==> src/rtl/csr_trap_unit_if.sv <==
`default_nettype none
// +----------------------------------------------------------------------------+
// | Module      : csr_trap_unit_if                                             |
// | Description : Decoder <-> CSR/trap unit bus. The decoder (master) presents |
// |               one instruction per cycle with its CSR operands. The CSR     |
// |               unit (slave) returns the old CSR value combinationally and a |
// |               one-cycle redirect strobe with its target.                   |
// | Signals     : instr_valid, pc[31:0], gpr_qa[31:0], csr_op[7:0] (act. low), |
// |               csr_zimm[4:0], csr_addr[11:0], retire  -> slave              |
// |               csr_rdata[31:0], int_flag, int_addr[31:0] -> master          |
// | Revision    : 1.0  initial release                                         |
// +----------------------------------------------------------------------------+
interface csr_trap_unit_if;
  logic        instr_valid;
  logic [31:0] pc;
  logic [31:0] gpr_qa;
  logic [7:0]  csr_op;
  logic [4:0]  csr_zimm;
  logic [11:0] csr_addr;
  logic        retire;
  logic [31:0] csr_rdata;
  logic        int_flag;
  logic [31:0] int_addr;

  modport master (
    output instr_valid, pc, gpr_qa, csr_op, csr_zimm, csr_addr, retire,
    input  csr_rdata, int_flag, int_addr
  );

  modport slave (
    input  instr_valid, pc, gpr_qa, csr_op, csr_zimm, csr_addr, retire,
    output csr_rdata, int_flag, int_addr
  );
endinterface
`default_nettype wire

==> src/rtl/csr_trap_unit.sv <==
`default_nettype none
// +----------------------------------------------------------------------------+
// | Module      : csr_trap_unit                                                |
// | Description : Machine-mode CSR file and trap sequencer. Executes csrrw/s/c |
// |               (immediate forms too), ecall/ebreak/mret, takes MEI/MTI and  |
// |               NUM_LCL local interrupts, raises illegal-CSR exceptions and  |
// |               keeps 64-bit mcycle/minstret. Redirects are registered and   |
// |               strobed for exactly one cycle.                               |
// | Ports       : clk, rst_n (async, active low)                               |
// |               ei, ti, lcl_irq[NUM_LCL-1:0]  async interrupt lines, act low |
// |               bus (csr_trap_unit_if.slave)  decoder bus                    |
// | Revision    : 1.0  initial release                                         |
// +----------------------------------------------------------------------------+
module csr_trap_unit #(
  parameter int          NUM_LCL     = 4,
  parameter bit          VECTORED    = 1'b1,
  parameter logic [31:0] MTVEC_RESET = 32'h0000_0100
) (
  input  logic               clk,
  input  logic               rst_n,
  input  logic               ei,
  input  logic               ti,
  input  logic [NUM_LCL-1:0] lcl_irq,
  csr_trap_unit_if.slave     bus
);

  localparam int          NI          = NUM_LCL + 2;
  localparam logic [31:0] LCL_MASK    = ((32'd1 << NUM_LCL) - 32'd1) << 16;
  localparam logic [31:0] MIE_WMASK   = 32'h0000_0888 | LCL_MASK;
  localparam logic [31:0] MTVEC_WMASK = VECTORED ? 32'hFFFF_FFFD : 32'hFFFF_FFFC;

  localparam logic [11:0] ADDR_MSTATUS   = 12'h300;
  localparam logic [11:0] ADDR_MIE       = 12'h304;
  localparam logic [11:0] ADDR_MTVEC     = 12'h305;
  localparam logic [11:0] ADDR_MSCRATCH  = 12'h340;
  localparam logic [11:0] ADDR_MEPC      = 12'h341;
  localparam logic [11:0] ADDR_MCAUSE    = 12'h342;
  localparam logic [11:0] ADDR_MIP       = 12'h344;
  localparam logic [11:0] ADDR_MCYCLE    = 12'hB00;
  localparam logic [11:0] ADDR_MINSTRET  = 12'hB02;
  localparam logic [11:0] ADDR_MCYCLEH   = 12'hB80;
  localparam logic [11:0] ADDR_MINSTRETH = 12'hB82;

  typedef enum logic [0:0] {
    ST_RUN   = 1'b0,
    ST_REDIR = 1'b1
  } state_t;

  state_t        state_q, state_d;
  logic          mstatus_mie_q, mstatus_mie_d;
  logic          mstatus_mpie_q, mstatus_mpie_d;
  logic [31:0]   mie_q, mie_d;
  logic [31:0]   mtvec_q, mtvec_d;
  logic [31:0]   mscratch_q, mscratch_d;
  logic [31:0]   mepc_q, mepc_d;
  logic [31:0]   mcause_q, mcause_d;
  logic [63:0]   mcycle_q, mcycle_d;
  logic [63:0]   minstret_q, minstret_d;
  logic          int_flag_q, int_flag_d;
  logic [31:0]   int_addr_q, int_addr_d;
  // bit 0 = ei, bit 1 = ti, bits 2.. = local lines; raw active-low levels
  logic [NI-1:0] irq_meta_q, irq_meta_d;
  logic [NI-1:0] irq_sync_q, irq_sync_d;

  logic          op_ecall, op_ebreak, op_mret, op_rw, op_rs, op_rc, op_imm, op_csr;
  logic [31:0]   operand_w, rdata_w, new_val_w, mip_w, pend_w, cause_w, target_w;
  logic          addr_ok_w, illegal_w, active_w, irq_hit_w, take_irq_w;
  logic          trap_w, mret_w, csr_we_w, retire_inc_w;
  logic [4:0]    irq_code_w;
  logic          unused_bits;

  assign unused_bits = ^{bus.csr_op[7], bus.pc[1:0]};

  // One-hot, active-low opcode strip
  assign op_ecall  = ~bus.csr_op[6];
  assign op_ebreak = ~bus.csr_op[5];
  assign op_mret   = ~bus.csr_op[4];
  assign op_rw     = ~bus.csr_op[3];
  assign op_rs     = ~bus.csr_op[2];
  assign op_rc     = ~bus.csr_op[1];
  assign op_imm    = ~bus.csr_op[0];
  assign op_csr    = op_rw | op_rs | op_rc;

  assign operand_w = op_imm ? {27'd0, bus.csr_zimm} : bus.gpr_qa;

  always_comb begin
    mip_w                   = 32'd0;
    mip_w[11]               = ~irq_sync_q[0];
    mip_w[7]                = ~irq_sync_q[1];
    mip_w[16 +: NUM_LCL]    = ~irq_sync_q[2 +: NUM_LCL];
  end

  // Old-value read; also tells whether the address is implemented
  always_comb begin
    rdata_w   = 32'd0;
    addr_ok_w = 1'b1;
    case (bus.csr_addr)
      ADDR_MSTATUS:   rdata_w = {19'd0, 2'b11, 3'd0, mstatus_mpie_q, 3'd0, mstatus_mie_q, 3'd0};
      ADDR_MIE:       rdata_w = mie_q;
      ADDR_MTVEC:     rdata_w = mtvec_q;
      ADDR_MSCRATCH:  rdata_w = mscratch_q;
      ADDR_MEPC:      rdata_w = mepc_q;
      ADDR_MCAUSE:    rdata_w = mcause_q;
      ADDR_MIP:       rdata_w = mip_w;
      ADDR_MCYCLE:    rdata_w = mcycle_q[31:0];
      ADDR_MCYCLEH:   rdata_w = mcycle_q[63:32];
      ADDR_MINSTRET:  rdata_w = minstret_q[31:0];
      ADDR_MINSTRETH: rdata_w = minstret_q[63:32];
      default:        addr_ok_w = 1'b0;
    endcase
  end

  always_comb begin
    if (op_rw)      new_val_w = operand_w;
    else if (op_rs) new_val_w = rdata_w | operand_w;
    else            new_val_w = rdata_w & ~operand_w;
  end

  // Interrupt select: later assignments override, so MEI > MTI > lowest local
  assign pend_w = mip_w & mie_q;
  always_comb begin
    irq_hit_w  = 1'b0;
    irq_code_w = 5'd0;
    for (int i = NUM_LCL - 1; i >= 0; i--) begin
      if (pend_w[16 + i]) begin
        irq_hit_w  = 1'b1;
        irq_code_w = 5'(16 + i);
      end
    end
    if (pend_w[7]) begin
      irq_hit_w  = 1'b1;
      irq_code_w = 5'd7;
    end
    if (pend_w[11]) begin
      irq_hit_w  = 1'b1;
      irq_code_w = 5'd11;
    end
  end

  assign active_w   = (state_q == ST_RUN) & bus.instr_valid;
  assign illegal_w  = op_csr & ~addr_ok_w;
  assign take_irq_w = irq_hit_w & mstatus_mie_q;
  assign trap_w     = active_w & (illegal_w | op_ecall | op_ebreak | take_irq_w);
  assign mret_w     = active_w & op_mret & ~trap_w;
  // rs/rc with a zero operand are pure reads; mip writes fall through the case as no-ops
  assign csr_we_w   = active_w & ~trap_w & op_csr & (op_rw | (operand_w != 32'd0));
  assign retire_inc_w = bus.retire & (state_q == ST_RUN) & ~trap_w;

  always_comb begin
    if (illegal_w)      cause_w = 32'd2;
    else if (op_ecall)  cause_w = 32'd11;
    else if (op_ebreak) cause_w = 32'd3;
    else                cause_w = {1'b1, 26'd0, irq_code_w};
  end

  // Exceptions always go to the base; only interrupts use the vector table
  always_comb begin
    target_w = {mtvec_q[31:2], 2'b00};
    if (cause_w[31] && mtvec_q[0]) begin
      target_w = target_w + {25'd0, irq_code_w, 2'b00};
    end
  end

  always_comb begin
    state_d        = ST_RUN;
    int_flag_d     = 1'b0;
    int_addr_d     = int_addr_q;
    mstatus_mie_d  = mstatus_mie_q;
    mstatus_mpie_d = mstatus_mpie_q;
    mie_d          = mie_q;
    mtvec_d        = mtvec_q;
    mscratch_d     = mscratch_q;
    mepc_d         = mepc_q;
    mcause_d       = mcause_q;
    mcycle_d       = mcycle_q + 64'd1;
    minstret_d     = minstret_q + {63'd0, retire_inc_w};
    irq_meta_d     = {lcl_irq, ti, ei};
    irq_sync_d     = irq_meta_q;

    if (trap_w) begin
      mepc_d         = {bus.pc[31:2], 2'b00};
      mcause_d       = cause_w;
      mstatus_mpie_d = mstatus_mie_q;
      mstatus_mie_d  = 1'b0;
      int_addr_d     = target_w;
      int_flag_d     = 1'b1;
      state_d        = ST_REDIR;
    end else if (mret_w) begin
      mstatus_mie_d  = mstatus_mpie_q;
      mstatus_mpie_d = 1'b1;
      int_addr_d     = mepc_q;
      int_flag_d     = 1'b1;
      state_d        = ST_REDIR;
    end else if (csr_we_w) begin
      case (bus.csr_addr)
        ADDR_MSTATUS: begin
          mstatus_mie_d  = new_val_w[3];
          mstatus_mpie_d = new_val_w[7];
        end
        ADDR_MIE:       mie_d      = new_val_w & MIE_WMASK;
        ADDR_MTVEC:     mtvec_d    = new_val_w & MTVEC_WMASK;
        ADDR_MSCRATCH:  mscratch_d = new_val_w;
        ADDR_MEPC:      mepc_d     = {new_val_w[31:2], 2'b00};
        ADDR_MCAUSE:    mcause_d   = new_val_w;
        ADDR_MCYCLE:    mcycle_d   = {mcycle_q[63:32], new_val_w};
        ADDR_MCYCLEH:   mcycle_d   = {new_val_w, mcycle_q[31:0]};
        ADDR_MINSTRET:  minstret_d = {minstret_q[63:32], new_val_w};
        ADDR_MINSTRETH: minstret_d = {new_val_w, minstret_q[31:0]};
        default: ;
      endcase
    end
  end

  always_ff @(posedge clk or negedge rst_n) begin
    if (!rst_n) begin
      state_q        <= ST_RUN;
      mstatus_mie_q  <= 1'b0;
      mstatus_mpie_q <= 1'b0;
      mie_q          <= 32'd0;
      mtvec_q        <= MTVEC_RESET & MTVEC_WMASK;
      mscratch_q     <= 32'd0;
      mepc_q         <= 32'd0;
      mcause_q       <= 32'd0;
      mcycle_q       <= 64'd0;
      minstret_q     <= 64'd0;
      int_flag_q     <= 1'b0;
      int_addr_q     <= 32'd0;
      irq_meta_q     <= '1;
      irq_sync_q     <= '1;
    end else begin
      state_q        <= state_d;
      mstatus_mie_q  <= mstatus_mie_d;
      mstatus_mpie_q <= mstatus_mpie_d;
      mie_q          <= mie_d;
      mtvec_q        <= mtvec_d;
      mscratch_q     <= mscratch_d;
      mepc_q         <= mepc_d;
      mcause_q       <= mcause_d;
      mcycle_q       <= mcycle_d;
      minstret_q     <= minstret_d;
      int_flag_q     <= int_flag_d;
      int_addr_q     <= int_addr_d;
      irq_meta_q     <= irq_meta_d;
      irq_sync_q     <= irq_sync_d;
    end
  end

  assign bus.csr_rdata = rdata_w;
  assign bus.int_flag  = int_flag_q;
  assign bus.int_addr  = int_addr_q;

endmodule
`default_nettype wire

==> src/flat_wrapper.sv <==
// flat-port wrapper written by rule: the top's interface ports become plain ports
module csr_trap_unit_flat 
#(
  parameter int          NUM_LCL     = 4,
  parameter bit          VECTORED    = 1'b1,
  parameter logic [31:0] MTVEC_RESET = 32'h0000_0100
)
  (clk, rst_n, ei, ti, lcl_irq, bus_instr_valid, bus_pc, bus_gpr_qa, bus_csr_op, bus_csr_zimm, bus_csr_addr, bus_retire, bus_csr_rdata, bus_int_flag, bus_int_addr);
  csr_trap_unit_if bus_i ();
  input  logic clk;
  input  logic rst_n;
  input  logic ei;
  input  logic ti;
  input  logic [NUM_LCL-1:0] lcl_irq;
  input wire logic [$bits(bus_i.instr_valid)-1:0] bus_instr_valid;
  input wire logic [$bits(bus_i.pc)-1:0] bus_pc;
  input wire logic [$bits(bus_i.gpr_qa)-1:0] bus_gpr_qa;
  input wire logic [$bits(bus_i.csr_op)-1:0] bus_csr_op;
  input wire logic [$bits(bus_i.csr_zimm)-1:0] bus_csr_zimm;
  input wire logic [$bits(bus_i.csr_addr)-1:0] bus_csr_addr;
  input wire logic [$bits(bus_i.retire)-1:0] bus_retire;
  output wire logic [$bits(bus_i.csr_rdata)-1:0] bus_csr_rdata;
  output wire logic [$bits(bus_i.int_flag)-1:0] bus_int_flag;
  output wire logic [$bits(bus_i.int_addr)-1:0] bus_int_addr;
  assign bus_i.instr_valid = bus_instr_valid;
  assign bus_i.pc = bus_pc;
  assign bus_i.gpr_qa = bus_gpr_qa;
  assign bus_i.csr_op = bus_csr_op;
  assign bus_i.csr_zimm = bus_csr_zimm;
  assign bus_i.csr_addr = bus_csr_addr;
  assign bus_i.retire = bus_retire;
  assign bus_csr_rdata = bus_i.csr_rdata;
  assign bus_int_flag = bus_i.int_flag;
  assign bus_int_addr = bus_i.int_addr;
  csr_trap_unit #(.NUM_LCL(NUM_LCL), .VECTORED(VECTORED), .MTVEC_RESET(MTVEC_RESET)) u_core (.clk(clk), .rst_n(rst_n), .ei(ei), .ti(ti), .lcl_irq(lcl_irq), .bus(bus_i));
endmodule
==> config.mk <==
export PLATFORM = sky130hd
export DESIGN_NAME = csr_trap_unit_flat
export DESIGN_NICKNAME = d
export VERILOG_FILES = /design/src/rtl/csr_trap_unit_if.sv /design/src/rtl/csr_trap_unit.sv /design/src/flat_wrapper.sv
export SDC_FILE = /design/constraint.sdc
export NUM_CORES = 1
export LEC_CHECK = 0
export ABC_CLOCK_PERIOD_IN_PS = 5450
export CAP_MARGIN = 5
export CORE_MARGIN = 1.5
export CORE_UTILIZATION = 30
export CTS_BUF_LIST = sky130_fd_sc_hd__clkbuf_4 sky130_fd_sc_hd__clkbuf_8
export CTS_CLUSTER_DIAMETER = 60
export DETAILED_ROUTE_END_ITERATION = 8
export HOLD_SLACK_MARGIN = 0.05
export PLACE_DENSITY_LB_ADDON = 0.12
export SLEW_MARGIN = 25
export SYNTH_ARGS = -nofsm -noshare
export SYNTH_HDL_FRONTEND = slang
export SYNTH_SLANG_ARGS = --single-unit
==> constraint.sdc <==
create_clock -name clk -period 5.45 [get_ports clk]
set_input_delay 1.09 -clock clk [delete_from_list [all_inputs] [get_ports clk]]
set_output_delay 1.09 -clock clk [all_outputs]
set_load 0.005 [all_outputs]
# Word-level counts from Yosys, hierarchy flattened
# Cells that the tools add are included.
# word_totals
register_bits	309
output_inout_bits	65
wordCells	132
# op_classes
n_addsub	3
n_eq_ne	16
n_mux	49
bitwise_logic	34
reduce_logical	15
# ops
cell	n
two-way mux 32 bit	17
two-way mux 64 bit	6
case mux 32 bit (11 select lines)	1
case mux 64 bit (2 select lines)	2
== test 12 x 10 -> 1 bit, second input constant	7
adder 64 x 1 -> 64 bit	1
adder 64 x 1 -> 64 bit, second input constant	1
== test 12 bit, second input constant	4
adder 32 x 7 -> 32 bit	1
AND 32 bit	1
NOT 32 bit	1
OR 32 bit	1
nonzero test 32 bit	1
two-way mux 5 bit	6
AND 20 bit	1
two-way mux 1 bit	17
inequality test 4 x 2 -> 1 bit, second input constant	4
NOT 1 bit	12
AND reduction 4 bit	3
AND 1 bit	11
OR reduction 11 bit	1
nonzero test 2 bit	4
OR 1 bit	6
AND reduction 3 bit	2
other kinds (5)	6

# Longest topological paths before layout
# logic_depth
depth_word	18
ltp_mapped	19

# Least setup slack after synthesis
# No wires, ideal clock.
# synth_path
path_type	input-to-reg
start	in bus_csr_addr[5]
end	reg u_core.minstret_q[60]
setup_time_ps	121
t_arrival_ps	5424
t_required_ps	5329
slack_ps	-95
path_stages	19
cell_sequence	buf_6 or3_4 or2_0 or4_4 a211oi_2 buf_2 nor2_1 clkbuf_1 nor3b_1 ha_1 and3_1 clkbuf_1 nand4_1 or3_1 clkbuf_1 nor3_1 and4_1 mux2i_1 o22a_1
# synth_via
elab_chain_cells	16
# synth_lines
item	line	source
start: declaration	flat_wrapper.sv:20	input wire logic [$bits(bus_i.csr_addr)-1:0] bus_csr_addr;
== test 12 x 10 -> 1 bit (tied with other cells)	csr_trap_unit.sv:97	case (bus.csr_addr)
OR reduction 11 bit (no source line)	-	
two-way mux 1 bit	csr_trap_unit.sv:97	
NOT 1 bit	csr_trap_unit.sv:141	assign illegal_w = op_csr & ~addr_ok_w;
AND 1 bit	csr_trap_unit.sv:141	
OR 1 bit (3 in series)	csr_trap_unit.sv:143	assign trap_w = active_w & (illegal_w | op_ecall | op_ebreak | take_irq_w);
AND 1 bit	csr_trap_unit.sv:143	
NOT 1 bit (no source line)	-	
AND 1 bit, on equally long branches	csr_trap_unit.sv:147, csr_trap_unit.sv:146	
adder 64 x 1 -> 64 bit or AND 1 bit (tied branches)	csr_trap_unit.sv:176, csr_trap_unit.sv:146	
case mux 64 bit (2 select lines) or AND 1 bit (tied branches)	csr_trap_unit.sv:195, csr_trap_unit.sv:146	
two-way mux 64 bit	csr_trap_unit.sv:194	end else if (csr_we_w) begin
two-way mux 64 bit	csr_trap_unit.sv:188	end else if (mret_w) begin
two-way mux 64 bit	csr_trap_unit.sv:180	if (trap_w) begin
end signal: assignment	csr_trap_unit.sv:240	minstret_q <= minstret_d;
end: declaration	csr_trap_unit.sv:58	logic [63:0] minstret_q, minstret_d;
# Several ways; a longest one is shown, not always the timed one.
# A chain may end at the register's enable or synchronous reset.

# Worst setup path in the final report
# layout_path
start	in bus_csr_addr[6]
end	out bus_csr_rdata[14]
# layout_via
elab_chain_cells	2
# layout_lines
item	line	source
== test 12 bit or == test 12 x 10 -> 1 bit (tied branches)	csr_trap_unit.sv:97	
case mux 32 bit (11 select lines) (*)	csr_trap_unit.sv:97	
end: declaration	flat_wrapper.sv:22	output wire logic [$bits(bus_i.csr_rdata)-1:0] bus_csr_rdata;
# Every way passes the cells marked *; elsewhere a longest branch is shown, timed or not.

==> results.tsv <==
stage	metric	value	unit
synth	multiplexer share of the synthesized area	7.64	%
worst_hold_path	hold endpoint	u_core.irq_sync_q[4]	
clock_network	clk buf depth	3	
clock_network	H-Tree Depth	3	
synth	mapped cell area	19500	um2
sta	RSZ-0062 raised after global routing	false	
synth	mean post-synth cell area	8.80	um2
power	Sequential Power Share	41.5	%
setup_path	CP startpoint kind	primary input	
synth	Most used DFF post-synth	dfrtp_1	
synth	Mapped Cells	2215	
synth	main combinational cell family by area after synthesis	compound AO/OA/AOI/OAI gates	
synth	Ys Warns	0	
drt	Antenna Nets Post-Route	0	
power	pwr/cell area	239	nW/um2
cells_and_area	Final Util	38.6	%
synth	synthesis-stage register bit count	305	
power	static leakage	10.3	nW
cells_and_area	Final Non-Filler Cells	3405	
placed_design	dpl ws	0.0105	ns
clock_network	CTS Hold Bufs	0	
sta	Final Cycle Share	97.1	%
sta	Setup TNS Final	0	ns
drt	DR WL met3	7900	um
worst_hold_path	Hold Path Origin	u_core.irq_meta_q[4]	
synth	Synth Area in Compound Gates	24.3	%
setup_path	RR Startpoint	u_core.mie_q[19]	
drt	first-pass detailed-route iteration total	6	
clock_network	Clock transition at path regs	0.07	ns
power	worst vdd ir	0.000162	V
drt	routed wl met2	46200	um
clock_network	post-CTS sizing	0	
setup_path	Worst R2R End	u_core.minstret_q[51]	
floorplan	# IOs	164	
cells_and_area	P&R area growth vs syn	27.6	%
synth	Post-synth EDFFs	0	
cells_and_area	share of layout cells above drive strength 1	18.8	%
setup_path	Req. time, crit path	4.36	ns
sta	Final Hold Viols	0	
power	Gate power share	11.4	%
clock_network	Skew-Pair Late Insertion Delay	0.68	ns
synth	asr flop ratio synth	100	%
synth	Synth cell types	92	
placed_design	Placer Congestion	0.947	
global_route	vias in the first global route	20151	
worst_hold_path	Hold/Removal Path Class	reg -> reg	
drt	Post-route DRC	0	
global_route	GR Util All Layers	30.7	%
drt	DR iter-0 viols	2518	
placed_design	Inst Count DP	3288	
drt	Total Wirelength	104000	um
global_route	first-pass GRT wire length	148000	um
drt	Top Metal Used	met5	
drt	DRT met1 WL	44600	um
floorplan	Starting Density	30.3	%
power	Switching Power	0.00172	W
clock_network	Setup Fix Bufs, Post-CTS	0	
drt	routed via count	20905	
power	Pint	0.00423	W
setup_path	CP Capture Type	output port	
sta	Setup-failing EPs final	0	
global_route	initial antenna violation count	1	
status	status	complete, no violations	
worst_hold_path	hold depth	0	
synth	post-synthesis xor/xnor area fraction	2.07	%
clock_network	Root Buffer Master	clkbuf_8	
clock_network	TritonCTS sink count	305	
sta	Slew headroom	23.3	%
power	Clock Power Share	47.1	%
cells_and_area	fin nets	2609	
floorplan	Die Height	258	um
placed_design	hpwl dp	78300	um
setup_path	critical path class	in -> out	
sta	Final Slew Violations	0	
drt	WL per Instance	30.5	um
clock_network	CTS tree	yes	
setup_path	Reg2Reg Depth	17	
clock_network	TritonCTS Buffers	66	
drt	DR vias/cell	6.14	
power	sw frac	29.0	%
global_route	largest net degree at the start of global routing	106	
setup_path	CP arrival	4.20	ns
sta	fmax	189	MHz
floorplan	Die ar.	66500	um2
sta	fin crit period	5.29	ns
floorplan	die width	258	um
setup_path	worst-path maximum fanout	14	
flow_run	Max-cap violations	0	
setup_path	R2R Setup Slk	1.30	ns
floorplan	CORE AREA	64300	um2
sta	Worst Skew	0.0339	ns
synth	post-synthesis simple-gate area fraction	21.6	%
power	total power	0.00595	W
placed_design	count of input and output buffers	158	
synth	Synth Area in Adders	0.616	%
global_route	GR Overflow Total	0	
cells_and_area	n_diodes	0	
sta	Least-Margin Pin Slew	1.14	ns
floorplan	row cnt	93	
synth	sequential area share after synthesis	39.3	%
sta	fin worst setup slack	0.156	ns
-- layout by cell type (no fill, tap or decap), drive strengths merged, types with 14 or more instances in the layout --
cell and instances:
nand2b 15, a31o 14, o22ai 23, and4 25, nor3 71, nand2 206
mux2 36, dfrtp 292, buf 237, o311ai 15, nor4 43, nand3 98
a31oi 43, o21ai 134, o31ai 17, and3 44, inv 44, a211oi 31
a221oi 19, a21o 16, a32oi 21, a22oi 47, or4 20, nor2 153
nand4 46, or3 19, o211ai 20, o22a 16, clkbuf 104, a21oi 144
xnor2 39, mux2i 106, clkdlybuf4s50 154, a2bb2oi 21
-- sequential cells by signal, summed over array words and instances (netlist names), 7 cells and up --
signal,count
u_core.mepc_q,30
u_core.mcause_q,32
u_core.mcycle_q,64
u_core.mscratch_q,32
u_core.mie_q,7
u_core.mtvec_q,31
u_core.minstret_q,64
u_core.bus.int_addr,30
-- worst max-delay path, stage by stage --
cell and delay [ns]:
clkdlybuf4s50_1 0.42, buf_4 0.19, or4_1 0.50, buf_4 0.19, buf_4 0.18, nor2_1 0.33
buf_4 0.25, a32oi_1 0.11, nand4_1 0.33, clkdlybuf4s50_1 0.60
-- through the flow --
| stage | instance area (um2) | hold WS [ns] |
|---|---|---|
| floorplan | 19500 | 0.345 |
| global placement | 23400 | 0.346 |
| detailed placement | 23400 | 0.348 |
| CTS | 24800 | 0.325 |
| global route | 24900 | 0.338 |
| finish | 24900 | 0.336 |
-- metal layers --
| metal | vias up | track usage [%] |
|---|---|---|
| li1 | 9054 | - |
| met1 | 10499 | 41.8 |
| met2 | 1126 | 47.6 |
| met3 | 224 | 5.07 |
| met4 | 2 | 14.4 |
| met5 | - | 0 |
-- area by class of cell --
cell class | count | area (um2)
Fill cell | 6537 | 39500
Multi-Input combinational cell | 1695 | 11100
Sequential cell | 305 | 7650
Timing Repair Buffer | 391 | 3440
Clock buffer | 104 | 1270
Tap cell | 855 | 1070
Inverter | 42 | 158
Clock inverter | 13 | 156
-- cells in the mapped netlist (all sizes together), types with 39 or more instances --
library cell,instances,area [um2]
dfrtp,292,7310
nand2,206,773
nor2,153,574
a21oi,144,721
o21ai,134,674
clkbuf,116,435
mux2i,106,1060
nand3,98,495
nor3,71,402
buf,58,297
a22oi,47,353
nand4,46,288
and3,44,275
a31oi,43,269
nor4,43,269
inv,41,154
xnor2,39,342
-- kinds of logic after synthesis --
| group | Yosys count |
|---|---|
| other cells | 1 |
| simple gates | 808 |
| buf+inv | 216 |
| mux | 143 |
| xor+xnor | 46 |
| compound gates | 687 |
| flops | 305 |
| fa+ha+maj | 9 |
-- worst max path at each step --
stage	start	end	cells past startpoint
after floorplan	bus_csr_addr[5]	u_core.minstret_q[60]	19
after global placement	bus_csr_addr[7]	u_core.minstret_q[63]	17
after detailed placement	bus_csr_addr[7]	u_core.minstret_q[51]	18
after CTS	bus_csr_addr[3]	bus_csr_rdata[8]	8
after global routing	bus_csr_addr[6]	bus_csr_rdata[3]	10
final	bus_csr_addr[6]	bus_csr_rdata[14]	10
-- power by group through the flow --
stage | clock (W) | sequential (W) | combinational, W
after CTS | 0.00285 | 0.00247 | 0.000669
final | 0.00280 | 0.00247 | 0.000678
after detailed placement | 0 | 0.00250 | 0.000667
after global placement | 0 | 0.00250 | 0.000661
after floorplan | 0 | 0.00245 | 0.000280
after global routing | 0.00295 | 0.00248 | 0.000716
(Power assumes the default switching activity.)
